File: config.mk
export PLATFORM = sky130hd
export DESIGN_NAME = pacman_motion_ctrl_flat
export DESIGN_NICKNAME = d
export VERILOG_FILES = /design/src/rtl/pacman_pkg.sv /design/src/rtl/pacman_motion_ctrl_if.sv /design/src/rtl/pacman_probe_addr.sv /design/src/rtl/pacman_motion_ctrl.sv /design/src/flat_wrapper.sv
export SDC_FILE = /design/constraint.sdc
export NUM_CORES = 1
export LEC_CHECK = 0
export ABC_AREA = 1
export BUFFER_PORTS_ARGS = -buffer_cell sky130_fd_sc_hd__buf_2
export CAP_MARGIN = 25
export CORE_AREA = 2 2 137 99
export CTS_CLUSTER_SIZE = 30
export DETAILED_ROUTE_END_ITERATION = 12
export DIE_AREA = 0 0 139 101
export HOLD_SLACK_MARGIN = 0.1
export MAX_ROUTING_LAYER = met4
export PLACE_DENSITY = 0.63
export SLEW_MARGIN = 25
export SYNTH_ARGS = -nofsm -noshare
export SYNTH_HDL_FRONTEND = slang
export SYNTH_HIERARCHICAL = 1
export SYNTH_SLANG_ARGS = --single-unit
File: constraint.sdc
create_clock -name clk -period 6.9 [get_ports clk]
set_clock_uncertainty 0.1 [all_clocks]
set_input_delay 1.38 -clock clk [delete_from_list [all_inputs] [get_ports clk]]
set_output_delay 1.38 -clock clk [all_outputs]
set_load 0.01 [all_outputs]
File: src/rtl/pacman_pkg.sv
// Shared Pac-Man sprite types: travel direction, motion FSM state codes, sprite size and
// direction helpers used by the motion controller, pacman_sprite and the ghost controllers.
package pacman_pkg;

  typedef enum logic [1:0] {DIR_RIGHT, DIR_LEFT, DIR_UP, DIR_DOWN} dir_t;

  typedef logic [2:0] state_t;
  localparam state_t ST_IDLE      = 3'd0;
  localparam state_t ST_PROBE_DES = 3'd1;
  localparam state_t ST_WAIT_DES  = 3'd2;
  localparam state_t ST_PROBE_CUR = 3'd3;
  localparam state_t ST_WAIT_CUR  = 3'd4;
  localparam state_t ST_MOVE      = 3'd5;
  localparam state_t ST_STALL     = 3'd6;

  localparam int SPRITE_W = 8;
  localparam int SPRITE_H = 8;

  // Renderer orientation code {h_flip, v_flip} for a facing direction.
  function automatic logic [1:0] dir_flips(input dir_t d);
    case (d)
      DIR_RIGHT: return 2'b11;
      DIR_LEFT:  return 2'b01;
      DIR_UP:    return 2'b10;
      default:   return 2'b00;
    endcase
  endfunction

  function automatic logic dir_is_horiz(input dir_t d);
    return (d == DIR_RIGHT) || (d == DIR_LEFT);
  endfunction

endpackage

File: src/rtl/pacman_motion_ctrl_if.sv
// Wall-map lookup port: the motion controller is master, the tile-map wall lookup is slave.
interface pacman_motion_ctrl_if;
  logic       wall_req;
  logic [8:0] wall_x;
  logic [8:0] wall_y;
  logic       wall_ack;
  logic       wall_hit;

  modport master (output wall_req, wall_x, wall_y, input wall_ack, wall_hit);
  modport slave  (input wall_req, wall_x, wall_y, output wall_ack, wall_hit);
endinterface

File: src/rtl/pacman_probe_addr.sv
// Combinational probe point for a sprite at (i_x, i_y) stepping STEP pixels in i_dir:
// the pixel just past the leading edge, plus whether it lies inside the playfield.
module pacman_probe_addr
  import pacman_pkg::*;
#(
  parameter int X_MAX = 216,
  parameter int Y_MAX = 280,
  parameter int STEP  = 1
) (
  input  logic [8:0] i_x,
  input  logic [8:0] i_y,
  input  dir_t       i_dir,
  output logic [8:0] o_probe_x,
  output logic [8:0] o_probe_y,
  output logic       o_in_range
);

  localparam logic signed [10:0] STEP_S = 11'(STEP);
  localparam logic signed [10:0] FAR_X  = 11'(SPRITE_W - 1);
  localparam logic signed [10:0] FAR_Y  = 11'(SPRITE_H - 1);
  localparam logic signed [10:0] MID_X  = 11'(SPRITE_W / 2 - 1);
  localparam logic signed [10:0] MID_Y  = 11'(SPRITE_H / 2 - 1);
  localparam logic signed [10:0] X_LIM  = 11'(X_MAX + SPRITE_W - 1);
  localparam logic signed [10:0] Y_LIM  = 11'(Y_MAX + SPRITE_H - 1);

  logic signed [10:0] w_x;
  logic signed [10:0] w_y;
  logic signed [10:0] w_px;
  logic signed [10:0] w_py;

  assign w_x = signed'({2'b00, i_x});
  assign w_y = signed'({2'b00, i_y});

  always_comb begin
    // NOTE: every output of a combinational block gets a default first so no path infers a latch.
    w_px = w_x;
    w_py = w_y;
    case (i_dir)
      DIR_RIGHT: begin w_px = w_x + FAR_X + STEP_S; w_py = w_y + MID_Y;          end
      DIR_LEFT:  begin w_px = w_x - STEP_S;         w_py = w_y + MID_Y;          end
      DIR_DOWN:  begin w_px = w_x + MID_X;          w_py = w_y + FAR_Y + STEP_S; end
      DIR_UP:    begin w_px = w_x + MID_X;          w_py = w_y - STEP_S;         end
      default:   ;
    endcase
  end

  assign o_in_range = (w_px >= 11'sd0) && (w_px <= X_LIM) &&
                      (w_py >= 11'sd0) && (w_py <= Y_LIM);
  assign o_probe_x  = w_px[8:0];
  assign o_probe_y  = w_py[8:0];

endmodule

File: src/rtl/pacman_motion_ctrl.sv
// Per-frame Pac-Man movement sequencer: samples the joystick, probes the wall map for the
// desired then the current direction, and steps the sprite. Option macro: PACMAN_TUNNEL_WRAP_EN.
module pacman_motion_ctrl
  import pacman_pkg::*;
#(
  parameter int X_MAX    = 216,
  parameter int Y_MAX    = 280,
  parameter int START_X  = 108,
  parameter int START_Y  = 212,
  parameter int STEP     = 1,
  parameter int MOVE_DIV = 1
) (
  input  logic                 clk,
  input  logic                 rst,
  input  logic                 frame_tick,
  input  logic [3:0]           dir_in,
  pacman_motion_ctrl_if.master wall,
  output logic [8:0]           x_pac,
  output logic [8:0]           y_pac,
  output logic                 h_flip,
  output logic                 v_flip,
  output logic                 moving,
  output logic                 busy
);

`ifdef PACMAN_TUNNEL_WRAP_EN
  localparam logic TUNNEL_WRAP = 1'b1;
`else
  localparam logic TUNNEL_WRAP = 1'b0;
`endif

  localparam logic [3:0]         DIV_LAST = 4'(MOVE_DIV - 1);
  localparam logic [8:0]         X_MAX_9  = 9'(X_MAX);
  localparam logic [8:0]         Y_MAX_9  = 9'(Y_MAX);
  localparam logic signed [10:0] X_MAX_S  = 11'(X_MAX);
  localparam logic signed [10:0] Y_MAX_S  = 11'(Y_MAX);
  localparam logic signed [10:0] STEP_S   = 11'(STEP);

  state_t     r_state;
  dir_t       r_cur_dir;
  dir_t       r_des_dir;
  logic [3:0] r_div;
  logic [8:0] r_x;
  logic [8:0] r_y;
  logic       r_h_flip;
  logic       r_v_flip;
  logic       r_moving;
  logic       r_wall_req;
  logic [8:0] r_wall_x;
  logic [8:0] r_wall_y;

  logic               w_dir_valid;
  dir_t               w_dir_sample;
  logic [8:0]         w_des_px, w_des_py, w_cur_px, w_cur_py;
  logic               w_des_in_range, w_cur_in_range;
  logic               w_des_oor_open, w_cur_oor_open;
  logic signed [10:0] w_mx, w_my;
  logic [8:0]         w_next_x, w_next_y;

  pacman_probe_addr #(.X_MAX(X_MAX), .Y_MAX(Y_MAX), .STEP(STEP)) u_probe_des (
    .i_x(r_x), .i_y(r_y), .i_dir(r_des_dir),
    .o_probe_x(w_des_px), .o_probe_y(w_des_py), .o_in_range(w_des_in_range)
  );

  pacman_probe_addr #(.X_MAX(X_MAX), .Y_MAX(Y_MAX), .STEP(STEP)) u_probe_cur (
    .i_x(r_x), .i_y(r_y), .i_dir(r_cur_dir),
    .o_probe_x(w_cur_px), .o_probe_y(w_cur_py), .o_in_range(w_cur_in_range)
  );

  // Only a single asserted joystick line names a direction; anything else keeps the old wish.
  always_comb begin
    w_dir_valid  = 1'b1;
    w_dir_sample = DIR_LEFT;
    case (dir_in)
      4'b0001: w_dir_sample = DIR_RIGHT;
      4'b0010: w_dir_sample = DIR_LEFT;
      4'b0100: w_dir_sample = DIR_DOWN;
      4'b1000: w_dir_sample = DIR_UP;
      default: w_dir_valid  = 1'b0;
    endcase
  end

  // Off-playfield probes are only passable sideways, and only through the tunnel.
  assign w_des_oor_open = TUNNEL_WRAP && dir_is_horiz(r_des_dir);
  assign w_cur_oor_open = TUNNEL_WRAP && dir_is_horiz(r_cur_dir);

  always_comb begin
    w_mx = signed'({2'b00, r_x});
    w_my = signed'({2'b00, r_y});
    case (r_cur_dir)
      DIR_RIGHT: w_mx = w_mx + STEP_S;
      DIR_LEFT:  w_mx = w_mx - STEP_S;
      DIR_DOWN:  w_my = w_my + STEP_S;
      DIR_UP:    w_my = w_my - STEP_S;
      default:   ;
    endcase

    if (w_mx < 11'sd0)        w_next_x = TUNNEL_WRAP ? X_MAX_9 : 9'd0;
    else if (w_mx > X_MAX_S)  w_next_x = TUNNEL_WRAP ? 9'd0 : X_MAX_9;
    else                      w_next_x = w_mx[8:0];

    if (w_my < 11'sd0)        w_next_y = 9'd0;
    else if (w_my > Y_MAX_S)  w_next_y = Y_MAX_9;
    else                      w_next_y = w_my[8:0];
  end

  // NOTE: sequential state uses non-blocking (<=) so every register samples pre-edge values.
  always_ff @(posedge clk or negedge rst) begin
    if (!rst) begin
      r_state    <= ST_IDLE;
      r_cur_dir  <= DIR_LEFT;
      r_des_dir  <= DIR_LEFT;
      r_div      <= '0;
      r_x        <= 9'(START_X);
      r_y        <= 9'(START_Y);
      r_h_flip   <= 1'b0;
      r_v_flip   <= 1'b1;
      r_moving   <= 1'b0;
      r_wall_req <= 1'b0;
      r_wall_x   <= '0;
      r_wall_y   <= '0;
    end else begin
      case (r_state)
        ST_IDLE: begin
          if (frame_tick) begin
            if (w_dir_valid) r_des_dir <= w_dir_sample;
            if (r_div == DIV_LAST) begin
              r_div   <= '0;
              r_state <= ST_PROBE_DES;
            end else begin
              r_div   <= r_div + 4'd1;
            end
          end
        end

        ST_PROBE_DES: begin
          if (w_des_in_range) begin
            r_wall_req <= 1'b1;
            r_wall_x   <= w_des_px;
            r_wall_y   <= w_des_py;
            r_state    <= ST_WAIT_DES;
          end else if (w_des_oor_open) begin
            r_cur_dir              <= r_des_dir;
            {r_h_flip, r_v_flip}   <= dir_flips(r_des_dir);
            r_state                <= ST_MOVE;
          end else begin
            r_state <= (r_des_dir == r_cur_dir) ? ST_STALL : ST_PROBE_CUR;
          end
        end

        ST_WAIT_DES: begin
          if (wall.wall_ack) begin
            r_wall_req <= 1'b0;
            if (!wall.wall_hit) begin
              r_cur_dir            <= r_des_dir;
              {r_h_flip, r_v_flip} <= dir_flips(r_des_dir);
              r_state              <= ST_MOVE;
            end else begin
              r_state <= (r_des_dir == r_cur_dir) ? ST_STALL : ST_PROBE_CUR;
            end
          end
        end

        ST_PROBE_CUR: begin
          if (w_cur_in_range) begin
            r_wall_req <= 1'b1;
            r_wall_x   <= w_cur_px;
            r_wall_y   <= w_cur_py;
            r_state    <= ST_WAIT_CUR;
          end else begin
            r_state <= w_cur_oor_open ? ST_MOVE : ST_STALL;
          end
        end

        ST_WAIT_CUR: begin
          if (wall.wall_ack) begin
            r_wall_req <= 1'b0;
            r_state    <= wall.wall_hit ? ST_STALL : ST_MOVE;
          end
        end

        ST_MOVE: begin
          r_x      <= w_next_x;
          r_y      <= w_next_y;
          r_moving <= 1'b1;
          r_state  <= ST_IDLE;
        end

        ST_STALL: begin
          r_moving <= 1'b0;
          r_state  <= ST_IDLE;
        end

        default: r_state <= ST_IDLE;
      endcase
    end
  end

  assign wall.wall_req = r_wall_req;
  assign wall.wall_x   = r_wall_x;
  assign wall.wall_y   = r_wall_y;
  assign x_pac         = r_x;
  assign y_pac         = r_y;
  assign h_flip        = r_h_flip;
  assign v_flip        = r_v_flip;
  assign moving        = r_moving;
  assign busy          = (r_state != ST_IDLE);

endmodule

File: src/flat_wrapper.sv
// flat-port wrapper written by rule: the top's interface ports become plain ports
module pacman_motion_ctrl_flat import pacman_pkg::*;
#(
  parameter int X_MAX    = 216,
  parameter int Y_MAX    = 280,
  parameter int START_X  = 108,
  parameter int START_Y  = 212,
  parameter int STEP     = 1,
  parameter int MOVE_DIV = 1
)
  (clk, rst, frame_tick, dir_in, x_pac, y_pac, h_flip, v_flip, moving, busy, wall_wall_req, wall_wall_x, wall_wall_y, wall_wall_ack, wall_wall_hit);
  pacman_motion_ctrl_if wall_i ();
  input  logic clk;
  input  logic rst;
  input  logic frame_tick;
  input  logic [3:0] dir_in;
  output logic [8:0] x_pac;
  output logic [8:0] y_pac;
  output logic h_flip;
  output logic v_flip;
  output logic moving;
  output logic busy;
  output wire logic [$bits(wall_i.wall_req)-1:0] wall_wall_req;
  output wire logic [$bits(wall_i.wall_x)-1:0] wall_wall_x;
  output wire logic [$bits(wall_i.wall_y)-1:0] wall_wall_y;
  input wire logic [$bits(wall_i.wall_ack)-1:0] wall_wall_ack;
  input wire logic [$bits(wall_i.wall_hit)-1:0] wall_wall_hit;
  assign wall_wall_req = wall_i.wall_req;
  assign wall_wall_x = wall_i.wall_x;
  assign wall_wall_y = wall_i.wall_y;
  assign wall_i.wall_ack = wall_wall_ack;
  assign wall_i.wall_hit = wall_wall_hit;
  pacman_motion_ctrl #(.X_MAX(X_MAX), .Y_MAX(Y_MAX), .START_X(START_X), .START_Y(START_Y), .STEP(STEP), .MOVE_DIV(MOVE_DIV)) u_core (.clk(clk), .rst(rst), .frame_tick(frame_tick), .dir_in(dir_in), .wall(wall_i), .x_pac(x_pac), .y_pac(y_pac), .h_flip(h_flip), .v_flip(v_flip), .moving(moving), .busy(busy));
endmodule
==> flow_metrics.py <==
metrics = {
    "global_routing": {
        "grt_overflow": 0,
        "track_usage_pct": 24.5,
        "grt_antenna_before_repair": 0,
        "grt_max_degree": 52,
        "grt_pass1_wl_um": 27300,
        "grt_pass1_vias": 5305,
    },
    "critical_path": {
        "crit_path_top_delay_cell": "dfrtp_1",
        "critical_path.max_stage_delay_ps": 780,
        "crit_chain": "ha_1, nand2_1, inv_2, nand2_1, o21ai_0, nand3_1, nand3_1, nor2_1, nor2_1, nand2_1, inv_1, nor2_1, nor2_1, nand4_2, nor2_4, nor2_1, a31oi_1",
        "cp_max_fo": 36,
        "crit_family": "simple AND/OR/NAND/NOR gates",
        "start_kind": "flip-flop",
        "worstPathBufferInverterCount": 2,
        "rr_startpoint": "u_core/x_pac[4]",
        "critPathLaunch": "u_core/x_pac[4]",
        "crit_top_cell": "nor2_1",
        "arrival_ps": 3550,
        "cp.required_ps": 7010,
        "critPathCaptureType": "flip-flop",
        "critPathKind": "flip-flop to flip-flop",
    },
    "floorplan": {
        "ioPinCount": 50,
        "die_x_um": 139,
        "coreArea_um2": 12800,
        "die_h_um": 101,
        "initial_core_util_pct": 44.1,
        "dieArea_um2": 14000,
        "fp-row-count": 35,
    },
    "route": {
        "ant_nets": 0,
        "drtPass1Iterations": 6,
        "drt_iter0_markers": 415,
        "routedWlPerCell_um": 14.6,
        "viasPerCell": 5.35,
        "drc": 0,
        "drt-total-wl_um": 16600,
        "num_vias": 6104,
    },
    "sta": {
        "worst_pin_slew_ps": 845,
        "final_hold_viol_count": 0,
        "setup_violations": 0,
        "fin_crit_sh_pct": 49.7,
        "whs_ps": 380,
        "setup_tns_ps": 0,
        "period_needed_ps": 3430,
        "rsz0062_at_grt": "false",
        "slew_viol_final": 0,
        "fmax_mhz": 291,
        "slew_headroom_pct": 43.7,
    },
    "clocking": {
        "cts.sinks": 51,
        "numCtsBuffers": 5,
        "clockBufferDepth": 2,
        "clk_pin_slew_ps": 70,
        "cts_tree": "done",
        "post_cts_buffers": 0,
        "clock_latency_ps": 300,
        "cts-root-buf": "clkbuf_16",
        "clock_tree.htree_level_count": 2,
        "hold_buffers": 0,
        "post_cts_resized": 0,
    },
    "placed_design": {
        "portBuffers": 49,
        "gp_congestion": 0.918,
        "dp.cells": 1132,
        "hpwl_um": 12200,
    },
    "synthesis": {
        "syn_area_per_cell_um2": 6.02,
        "syn-cell-area_um2": 5640,
        "synthArstFlopShare_pct": 100,
        "netlist_instances": 937,
        "yosysSeqAreaShare_pct": 22.9,
        "synthesis.nets": 966,
        "synth_flop_cell": "dfrtp_1",
        "synth_cell_types": 41,
        "synth_edf_count": 0,
        "yosysWarnings": 6,
        "ys_seq_elements": 51,
    },
    "hold_path": {
        "min_from": "u_core/r_div[3]",
        "hold_path_class": "flip-flop to flip-flop",
    },
    "finish": {
        "antennaDiodeCount": 0,
        "area_growth_pct": 8.25,
        "num-fill-cells": 1385,
        "drive_above_1_share_pct": 13.7,
        "nets": 1002,
        "seqCellArea_um2": 1290,
        "fin_cells": 1140,
        "post-route-util_pct": 47.7,
        "multi_input_area_um2": 3740,
    },
    "run": {
        "maxCapViolations": 0,
    },
    "power_and_ir_drop": {
        "p_per_area_nw_per_um2": 502,
        "p_leak_nw": 3.07,
        "p_int_mw": 1.29,
        "p_switching_mw": 1.78,
        "ir_worst_vdd_mv": 0.192,
        "sw_frac_of_total_pct": 58.0,
        "power_mw": 3.06,
        "clock_power_share_pct": 8.0,
        "sequentialPowerShare_pct": 26.4,
        "combPwrFrac_pct": 65.6,
    },
    "status": {
        "outcome": "completed",
    },
}
[layer usage]
layer  GRT usage, %  routed length, µm  up-vias
met5              -                  0        -
met4           4.20                175        0
met3           4.23               1340       18
met2           34.1               6520      231
met1           37.1               8560     2717
li1               -                  -     3138
[cells in the mapped netlist, types with 12 or more instances]
library cell  count  area (µm²)
a21oi_1          15        75.1
a31oi_1          20         125
dfrtp_1          40        1000
ha_1             20         250
inv_1           107         402
inv_2            15        56.3
nand2_1         272        1020
nand2_2          13        81.3
nand3_1          92         460
nand4_1          48         300
nor2_1          119         447
nor2_2           17         106
nor3_1           12        60.1
o21ai_0          44         220
xor2_1           16         140
[cell type report]
type	instances	area share (%)
Clock buffer	7	2.17
Clock inverter	1	0.123
Inverter	124	7.62
Multi-Input combinational cell	740	61.3
Sequential cell	51	21.1
Tap cell	166	3.40
Timing Repair Buffer	51	4.26
[worst paths after layout]
check | endpoint | slack (ps) | depth (start not counted)
max in group asynchronous | u_core/y_pac[3] | 5130 | 2
worst max register to register | u_core/wall.wall_x[0] | 3470 | 17
worst max-delay path | u_core/wall.wall_x[0] | 3470 | 17
min in group asynchronous | u_core/wall.wall_x[1] | 1120 | 2
worst min-delay path | u_core/r_div[3] | 380 | 1
worst min register to register | u_core/r_div[3] | 380 | 1
[kinds of logic (layout without fill, tap and decap cells)]
logic type,after synthesis,count (layout),share of synthesized area (%)
simple gates,603,603,49.2
compound gates,98,98,9.74
buf+inv,146,183,10.8
fa+ha+maj,20,20,4.44
xor+xnor,19,19,2.95
flops,51,51,22.9
[placed cells by master (no fill, tap or decap), types with 5 or more instances in the layout]
master / count
nand2_1: 272
nor2_1: 119
inv_1: 107
nand3_1: 92
buf_2: 49
nand4_1: 48
o21ai_0: 44
dfrtp_1: 40
a31oi_1: 20
ha_1: 20
nor2_2: 17
xor2_1: 16
a21oi_1: 15
inv_2: 15
nand2_2: 13
nor3_1: 12
dfstp_2: 11
o21ai_1: 6
nor2_4: 6
clkbuf_16: 5
nand3b_1: 5
[metrics by stage]
stage          worst slack (ps)  cell area [µm²]
2_1_floorplan              4220             5640
3_3_place_gp               3590             5970
3_5_place_dp               3500             5970
4_1_cts                    3450             6110
5_1_grt                    2960             6110
6_report                   3470             6110
[sequential cells by signal, summed over array words and instances, names as in the netlist, 2 cells and up]
name	cells
u_core/r_des_dir	2
u_core/r_div	4
u_core/wall.wall_x	9
u_core/y_pac	9
u_core/wall.wall_y	9
u_core/r_state	3
u_core/x_pac	9
u_core/r_cur_dir	2
[power by group through the flow]
stage                     Sequential, mW  Combinational [mW]  Clock, mW
after floorplan                    0.706                1.54          0
after global routing               0.848                2.27      0.266
final                              0.809                2.01      0.246
after CTS                          0.807                1.98      0.254
after detailed placement           0.813                1.97          0
after global placement             0.815                1.97          0
No activity file was read; power rests on OpenSTA's default activity.
